## src/rtl/cla4_seq_adder_ctrl.sv

```systemverilog
// Sequential WIDTH-bit adder/subtractor: one 4-bit carry-lookahead slice is reused
// over WIDTH/4 cycles (LSB nibble first) between valid/ready operand and result ports.
module cla4_seq_adder_ctrl #(
    parameter int WIDTH = 16
) (
    input  logic             clk,
    input  logic             rst,
    input  logic             in_valid,
    output logic             in_ready,
    input  logic [WIDTH-1:0] a,
    input  logic [WIDTH-1:0] b,
    input  logic             sub,
    output logic             out_valid,
    input  logic             out_ready,
    output logic [WIDTH-1:0] sum,
    output logic             cout,
    output logic             ovf,
    output logic             busy
);

    localparam int NIB  = WIDTH / 4;
    localparam int IDXW = (NIB > 1) ? $clog2(NIB) : 1;

    if ((WIDTH % 4) != 0 || WIDTH < 4) begin : g_width_check
        $error("WIDTH must be a multiple of 4 and >= 4");
    end

    typedef enum logic [1:0] {IDLE, RUN, DONE} state_t;

    state_t            state;
    logic [WIDTH-1:0]  op_a;
    logic [WIDTH-1:0]  op_b;
    logic              carry;
    logic [IDXW-1:0]   idx;

    logic [WIDTH-1:0]  a_sh;
    logic [WIDTH-1:0]  b_sh;
    logic [3:0]        p;
    logic [3:0]        g;
    logic [3:0]        s;
    logic              c1, c2, c3, c4;

    // Current nibble pair of the latched operands, selected by idx.
    always_comb begin
        a_sh = op_a >> {idx, 2'b00};
        b_sh = op_b >> {idx, 2'b00};
        p    = a_sh[3:0] ^ b_sh[3:0];
        g    = a_sh[3:0] & b_sh[3:0];
        c1   = g[0] | (p[0] & carry);
        c2   = g[1] | (p[1] & g[0]) | (p[1] & p[0] & carry);
        c3   = g[2] | (p[2] & g[1]) | (p[2] & p[1] & g[0]) | (p[2] & p[1] & p[0] & carry);
        c4   = g[3] | (p[3] & g[2]) | (p[3] & p[2] & g[1]) | (p[3] & p[2] & p[1] & g[0])
             | (p[3] & p[2] & p[1] & p[0] & carry);
        s    = p ^ {c3, c2, c1, carry};
    end

    assign in_ready = (state == IDLE) && !rst;
    assign busy     = (state != IDLE);

    always_ff @(posedge clk) begin
        if (rst) begin
            state     <= IDLE;
            op_a      <= '0;
            op_b      <= '0;
            carry     <= 1'b0;
            idx       <= '0;
            sum       <= '0;
            cout      <= 1'b0;
            ovf       <= 1'b0;
            out_valid <= 1'b0;
        end else begin
            case (state)
                IDLE: begin
                    if (in_valid) begin
                        op_a  <= a;
                        op_b  <= b ^ {WIDTH{sub}};
                        carry <= sub;
                        idx   <= '0;
                        sum   <= '0;
                        state <= RUN;
                    end
                end
                RUN: begin
                    sum[{idx, 2'b00} +: 4] <= s;
                    carry <= c4;
                    idx   <= idx + IDXW'(1);
                    if (idx == IDXW'(NIB - 1)) begin
                        cout      <= c4;
                        ovf       <= c3 ^ c4;
                        out_valid <= 1'b1;
                        state     <= DONE;
                    end
                end
                DONE: begin
                    if (out_ready) begin
                        out_valid <= 1'b0;
                        state     <= IDLE;
                    end
                end
                default: state <= IDLE;
            endcase
        end
    end

endmodule
```

## config.mk

```make
export PLATFORM = sky130hd
export DESIGN_NAME = cla4_seq_adder_ctrl
export DESIGN_NICKNAME = d
export VERILOG_FILES = /design/src/rtl/cla4_seq_adder_ctrl.sv
export SDC_FILE = /design/constraint.sdc
export NUM_CORES = 1
export LEC_CHECK = 0
export ABC_CLOCK_PERIOD_IN_PS = 3200
export CORE_ASPECT_RATIO = 0.5
export CORE_UTILIZATION = 50
export DETAILED_ROUTE_END_ITERATION = 6
export GPL_TIMING_DRIVEN = 0
export HOLD_SLACK_MARGIN = 0.05
export PLACE_DENSITY_LB_ADDON = 0.3
export SYNTH_ARGS = -nofsm -noshare
export SYNTH_HDL_FRONTEND = slang
export SYNTH_SLANG_ARGS = --single-unit
```

## constraint.sdc

```tcl
create_clock -name clk -period 3.2 [get_ports clk]
set_clock_uncertainty 0.15 [all_clocks]
set_input_delay 0.32 -clock clk [delete_from_list [all_inputs] [get_ports clk]]
set_output_delay 0.32 -clock clk [all_outputs]
set_load 0.03 [all_outputs]
```

[Yosys cells after proc, flatten, opt, wreduce, memory -nomap -nowiden]
Cells that the tools add are included.
Word-level totals
  flip-flop bits (word level): 56
  latch bits: 0
  bits in writable memories: 0
  memory bits (read-only): 0
  input port bits: 37
  memories: 0
Operators by class
  $add $sub $neg: 2
  $mul: 0
  div/mod/pow operators: 0
  magnitude comparators: 0
  equal/unequal tests: 6
  shift-type cells: 4
  muxes and demuxes: 14
  bitwise gates (word level): 31
  reduce and logical (&&, ||, !) cells: 11
Operator list (number)
  16-bit case mux with 2 select lines: 1
  16-bit by 4-bit right shift with 4-bit output: 2
  1-bit bitwise AND: 16
  16-bit bitwise mux: 1
  16-bit two-way mux: 1
  4-bit by 6-bit variable shift with 16-bit output (first input constant): 1
  4-bit by 6-bit indexed part select with 16-bit output: 1
  16-bit XOR: 1
  1-bit OR: 10
  2-bit two-way mux: 4
  4-bit XOR: 2
  2-bit inequality test (second input constant): 3
  4-bit negator with 6-bit output: 1
  2-bit case mux with 3 select lines: 1
  2-bit AND reduction: 3
  3-bit AND reduction: 2
  2-bit nonzero test: 3
  4-bit bitwise AND: 1
  2-bit equality test (second input constant): 2
  1-bit case mux with 2 select lines: 2
  2-bit case mux with 2 select lines: 1
  1-bit two-way mux: 3
  2-bit by 1-bit adder with 2-bit output (second input constant): 1
  2-bit by 1-bit equality test with 1-bit output (second input constant): 1
  other kinds (4): 4

[Longest topological paths before layout]
Gate-level depths: netlist (run 1).
  depth in word-level cells: 10
  gate-level depth with buffers: 7
  mapped depth without buffers: 6

[Least setup slack after synthesis (run 1)]
No wires, ideal clock.
  path type: reg-to-reg
  from: register idx[0]
  to: register sum[11]
  data arrival time: 2.304 ns
  data required time: 2.922 ns
  setup slack: 0.618 ns
  cell stages (with the launch flop): 8
  path buffers: 1
  cells stage by stage: dfxtp_1 > buf_2 > mux4_2 > ha_1 > a211o_1 > a21oi_2 > xnor2_1 > o21ai_0
Between the ends
  cells in the longest elaborated chain, start to end: 10
RTL lines
  start, declared: RTL line 34  | logic [IDXW-1:0] idx;
  start signal, assigned: RTL line 86  | idx <= idx + IDXW'(1);
  16-bit by 4-bit right shift with 4-bit output, on equally long branches: RTL line 45, 46
  4-bit XOR or 4-bit bitwise AND (tied branches): RTL line 47, 48
  1-bit bitwise AND: RTL line 51  | c3 = g[2] | (p[2] & g[1]) | (p[2] & p[1] & g[0]) | (p[2] & p[1] & p[0] & carry);
  1-bit OR or 1-bit bitwise AND (tied branches) (2 in series): RTL line 51
  1-bit OR: RTL line 51
  4-bit XOR: RTL line 54  | s = p ^ {c3, c2, c1, carry};
  4-bit by 6-bit indexed part select with 16-bit output: RTL line 84  | sum[{idx, 2'b00} +: 4] <= s;
  16-bit bitwise mux *: RTL line 84
  16-bit case mux with 2 select lines *: RTL line 72  | case (state)
  end signal, assigned by index: RTL line 84
  end, declared: RTL line 15  | output logic [WIDTH-1:0] sum,
Mark *: on every way between the ends. The rest lies on a longest branch, timed or not.
A chain may end at the register's enable or synchronous reset.

[Worst setup path after layout (run 1)]
  from: register idx[0]
  to: register sum[15]
Same word-level chain as after synthesis.

==> results of run 1 <==
==> metal layers <==
metal	vias to the layer above	wire length, um
met5	-	0
met3	5	418
met2	81	3160
li1	1149	-
met1	1125	2830
met4	0	41
==> cells by family (layout without fill, tap and decap cells) <==
kind of cell,after synthesis,count (layout),share of synthesized area
and+or+nand+nor,104,104,0.191
AOI/OAI and AO/OA,72,72,0.177
DFF,56,56,0.416
buffers and inverters,25,88,0.0409
xor gates and xnor gates,18,18,0.0585
adders and majority gates,10,10,0.0492
muxes,8,8,0.0669
==> flip-flops by register name (all words and copies together) (netlist names) <==
name and cells:
op_a 16, ovf 1, op_b 16, out_valid 1, state 2, idx 2
sum 16, cout 1, carry 1
==> final cells by class <==
type | count | share of cell area
Multi-Input combinational cell | 212 | 0.424
Timing Repair Buffer | 55 | 0.159
Clock buffer | 6 | 0.0239
Buffer | 19 | 0.0254
Sequential cell | 56 | 0.325
Inverter | 6 | 0.00652
Clock inverter | 2 | 0.0112
Tap cell | 70 | 0.0254
==> metrics by stage <==
step	setup slack (ps)	cells
global route	59.1	426
finish	244	426
CTS	224	426
detailed placement	245	418
floorplan	618	293
global placement	339	418
==> worst max-delay path, cell delays in order (launching register included) <==
cell     delay, ps
dfxtp_1        410
buf_2          350
mux4_2         610
ha_1           340
a211o_1        310
a21oi_2        220
xnor2_1        260
o21ai_0        170
==> power by group through the flow <==
stage | registers, mW | logic, mW | clock network [mW]
2_1_floorplan | 0.771 | 0.192 | 0
3_3_place_gp | 0.770 | 0.291 | 0
3_5_place_dp | 0.772 | 0.303 | 0
4_1_cts | 0.756 | 0.305 | 0.502
5_1_grt | 0.762 | 0.332 | 0.533
6_report | 0.756 | 0.306 | 0.496
==> layout by cell type, fill, tap and decap left out, drive strengths merged, types with 8 or more instances in the layout <==
| master | n |
|---|---|
| buf | 9 |
| nor2 | 33 |
| xnor2 | 17 |
| a21oi | 25 |
| a22oi | 8 |
| a211oi | 18 |
| ha | 9 |
| clkdlybuf4s50 | 55 |
| mux4 | 8 |
| clkbuf | 16 |
| dfxtp | 56 |
| nand2 | 44 |
==> worst min-delay path by stage <==
stage                 start        to  slack (ps)  cells past startpoint
finish                  sub  op_b[15]         260                      3
detailed placement  op_a[9]   op_a[9]         290                      2
global placement    op_a[8]   op_a[8]         290                      2
CTS                     sub   op_b[1]         250                      3
global route            sub   op_b[1]         270                      3
floorplan           op_a[6]   op_a[6]         280                      2
==> flow_summary.ini, run 1 <==
[outcome]
status = complete, no violations

[global_route]
globalRoute.totalOverflow = 0
antenna_found_initial = 0
grt_start_max_net_pins = 18
grt_pass1_vias = 2241
grt_pass1_wl_um = 10700
use_met1 = 0.313
use_met2 = 0.439
track_usage = 0.247
busiest_layer = met2
global_route.usage.met3 = 0.0496

[clock_tree]
clockBufferDepth = 2
cts.clk_slew.worst_paths_ps = 100
postCtsHoldBufs = 0
cts_setup_buffers = 0
ctsResizeCount = 0
clock-sinks = 56
cts-buffers-inserted = 5
htree_levels = 2
clk-insertion-delay-late_ps = 310
cts_tree = built
root_buffer = clkbuf_8

[critical_path]
worst_ep_required_time_ps = 3230
r2r_start = idx[0]
ff2ff_setup_slack_ps = 240
worstSetupStartpointType = flip-flop
crit_path_end_kind = flip-flop
crit_arrival_ps = 2990
crit_start = idx[0]
worstSetupPathType = reg -> reg
rr_worst_depth = 7
worst-path-max-fanout = 10
r2r-end = sum[15]
cp-endpoint = sum[15]

[logic_synthesis]
synth_commonest_cells = dfxtp_1 (56), nand2_1 (44), nor2_1 (33)
synth_edf_count = 0
synth_fp_nets = 340
ys_ff_latch = 56
yosysTopAreaCell = dfxtp_1
synth.distinct_cells = 38
synth_warnings = 0
syn_area_mm2 = 0.00269
synth.most_common_cell = dfxtp_1
async_flop_share = 0
syn_avg_cell_area_um2 = 9.19
yosysSeqAreaShare = 0.416
synthCells = 293
yosysTopAreaCellShare = 0.416
synth_flop_cell = dfxtp_1
ys_top_cells_by_area = dfxtp_1 (42%), mux4_2 (6.7%), nand2_1 (6.1%), xnor2_1 (5.5%), a211oi_1 (5.0%)

[power]
pwr-share-seq = 0.485
irDropWorstVdd_mv = 0.235
pwr-share-clk = 0.318
switchingPower_uw = 424
p_int_mw = 1.13
total_power_mw = 1.56
swShare = 0.272
powerDensity_mw_per_mm2 = 451
p_leak_nw = 1.27
p_comb_frac = 0.196

[sta]
hold_ws_ps = 261
final_period_minus_worst_setup_slack_ps = 2960
worstMarginPinSlew_ps = 547
max_freq_mhz = 338
final_hold_viol_count = 0
fin_setup_tns_ps = 0
setup_viol = 0
post-route-period-util = 0.924
max_slew_margin = 0.635
rsz0062_at_grt = false
slew_violations = 0

[routing]
viasPerCell = 5.54
drtPass1Iterations = 4
ant_nets = 0
wire_per_inst_um = 15.1
route.detailed.drc = 0
drt_iter0_drc = 90
drt_wl_total_um = 6450
vias = 2360

[floorplanning]
die_w_um = 106
dieArea_mm2 = 0.00570
start_util = 0.534
dieHeight_um = 53.9
io_pins = 58
fp.coreArea_mm2 = 0.00504
num_rows = 18

[finish]
final_util = 0.685
fill_cells = 402
nets = 402
regArea_mm2 = 0.00112
drive_above_1_share = 0.0955
design_area_mm2 = 0.00345
antenna_cells = 0
multi_input_area_mm2 = 0.00146
flow.area_growth_from_synthesis_pct = 28.2

[place]
hpwlAfterDp_um = 4820
place_area_mm2 = 0.00333
gp_congestion = 0.815
port_buffers = 55

[job]
drv_cap = 0

[min_path]
hold_class = in -> reg
Note: power is estimated with default switching activity, not from simulation.
==> run 2, diff against run 1 <==
--- a/config.mk
+++ b/config.mk
@@ -11,6 +11,7 @@
 export DETAILED_ROUTE_END_ITERATION = 6
 export GPL_TIMING_DRIVEN = 0
 export HOLD_SLACK_MARGIN = 0.05
+export MAX_ROUTING_LAYER = met4
 export PLACE_DENSITY_LB_ADDON = 0.3
 export SYNTH_ARGS = -nofsm -noshare
 export SYNTH_HDL_FRONTEND = slang
==> run 2 against run 1 <==
Net effect: fmax is essentially flat; worst hold slack worse by 0.59 ps; total power grew 0.49%; clock power rose by 2%; register-to-register slack about the same; first-iteration DRC count grew 20%; flip-flop and latch count stayed put; largest power group unchanged.
==> flow_summary.ini, run 2 (synthesis gave the netlist of run 1 again) <==
[floorplanning]
start_util = 0.534
dieHeight_um = 53.9
dieArea_mm2 = 0.00570
die_w_um = 106
io_pins = 58
fp.coreArea_mm2 = 0.00504
num_rows = 18

[routing]
viasPerCell = 5.58
ant_nets = 0
drt_iter0_drc = 108
vias = 2379
drtPass1Iterations = 4
route.detailed.drc = 0
drt_wl_total_um = 6460
wire_per_inst_um = 15.2

[outcome]
status = complete, no violations

[global_route]
grt_start_max_net_pins = 18
antenna_found_initial = 0
globalRoute.totalOverflow = 0
grt_pass1_wl_um = 10700
grt_pass1_vias = 2242
track_usage = 0.255

[sta]
setup_viol = 0
rsz0062_at_grt = false
max_slew_margin = 0.623
post-route-period-util = 0.924
max_freq_mhz = 338
hold_ws_ps = 260
worstMarginPinSlew_ps = 565
final_period_minus_worst_setup_slack_ps = 2960
slew_violations = 0
final_hold_viol_count = 0
fin_setup_tns_ps = 0

[clock_tree]
postCtsHoldBufs = 0
ctsResizeCount = 0
htree_levels = 2
clk-insertion-delay-late_ps = 320
cts_tree = built
cts_setup_buffers = 0
clock-sinks = 56
cts.clk_slew.worst_paths_ps = 100
root_buffer = clkbuf_8
clockBufferDepth = 2
cts-buffers-inserted = 5

[critical_path]
max_stage_delay_ps = 610
critPathSlowestCell = mux4_2
crit_start = idx[0]
crit_path_end_kind = flip-flop
r2r_start = idx[0]
worstSetupPathType = reg -> reg
worst-path-max-fanout = 10
worstSetupStartpointType = flip-flop
path_cells = buf_2, mux4_2, ha_1, a211o_1, a21oi_2, xnor2_1, o21ai_0
worst-path-buf-inv = 1
path_delay_family = compound AO/OA/AOI/OAI gates
crit_arrival_ps = 2990
worst_ep_required_time_ps = 3230

[finish]
layout_common_cells = dfxtp_1 (56), clkdlybuf4s50_1 (55), nand2_1 (44)
drive_above_1_share = 0.0955
final_common_cell = dfxtp_1
antenna_cells = 0
nets = 402
top_regs = op_a x16, op_b x16, sum x16
flow.area_growth_from_synthesis_pct = 28.2

[power]
irDropWorstVdd_mv = 0.237
p_leak_nw = 1.27
powerDensity_mw_per_mm2 = 453

[place]
port_buffers = 55
hpwlAfterDp_um = 4820
gp_congestion = 0.827

[job]
drv_cap = 0

[min_path]
hold_class = in -> reg
min_from = sub
==> run 2: cell counts in the layout (fill, tap and decap cells not counted) <==
Identical to the previous run, type by type.
==> run 2: worst register-to-register path: cells and delay by family (launching register included) <==
kind	cells	cell delay (ps)
AOI/OAI and AO/OA	3	700
DFF	1	420
buffers and inverters	1	350
muxes	1	610
adders and majority gates	1	340
xor gates and xnor gates	1	270
==> run 2: layer usage <==
metal | track usage | share of wire | vias up
met2 | 0.439 | 0.49 | 77
met5 | - | 0 | -
met3 | 0.0496 | 0.059 | 5
met1 | 0.313 | 0.45 | 1149
met4 | 0.0741 | 0.0063 | 0
li1 | - | - | 1148
==> run 2: final timing paths <==
check / end / slack, ps / depth (start not counted)
max: sum[15] / 240 / 7
min reg2reg: op_a[15] / 310 / 2
max reg2reg: sum[15] / 240 / 7
min: op_b[1] / 260 / 3
==> run 2: through the flow <==
step | utilization | worst slack [ps] | instances | power [mW] | cell area (um2)
floorplan | - | 618 | 293 | 0.963 | 2690
global placement | 0.660 | 339 | 418 | 1.06 | 3330
detailed placement | 0.660 | 245 | 418 | 1.07 | 3330
CTS | 0.685 | 224 | 426 | 1.56 | 3450
global route | 0.685 | 59.1 | 426 | 1.63 | 3450
finish | 0.685 | 245 | 426 | 1.57 | 3450
==> run 2: power breakdown <==
group,internal [mW],total (mW),switching [mW]
logic,0.144,0.306,0.162
registers,0.734,0.756,0.0220
clock network,0.257,0.504,0.247
==> run 2: final cells by class <==
cell class                      instances  area [um2]
Multi-Input combinational cell        212        1460
Inverter                                6        22.5
Sequential cell                        56        1120
Buffer                                 19        87.6
Tap cell                               70        87.6
Fill cell                             402        1590
Timing Repair Buffer                   55         551
Clock inverter                          2        38.8
Clock buffer                            6        82.6
==> run 3, diff against run 2 <==
--- a/config.mk
+++ b/config.mk
@@ -13,6 +13,7 @@
 export HOLD_SLACK_MARGIN = 0.05
 export MAX_ROUTING_LAYER = met4
 export PLACE_DENSITY_LB_ADDON = 0.3
+export SLEW_MARGIN = 30
 export SYNTH_ARGS = -nofsm -noshare
 export SYNTH_HDL_FRONTEND = slang
 export SYNTH_SLANG_ARGS = --single-unit
==> results of run 3 <==
No change in the layout: final DEF, timing and power equal those of run 2.
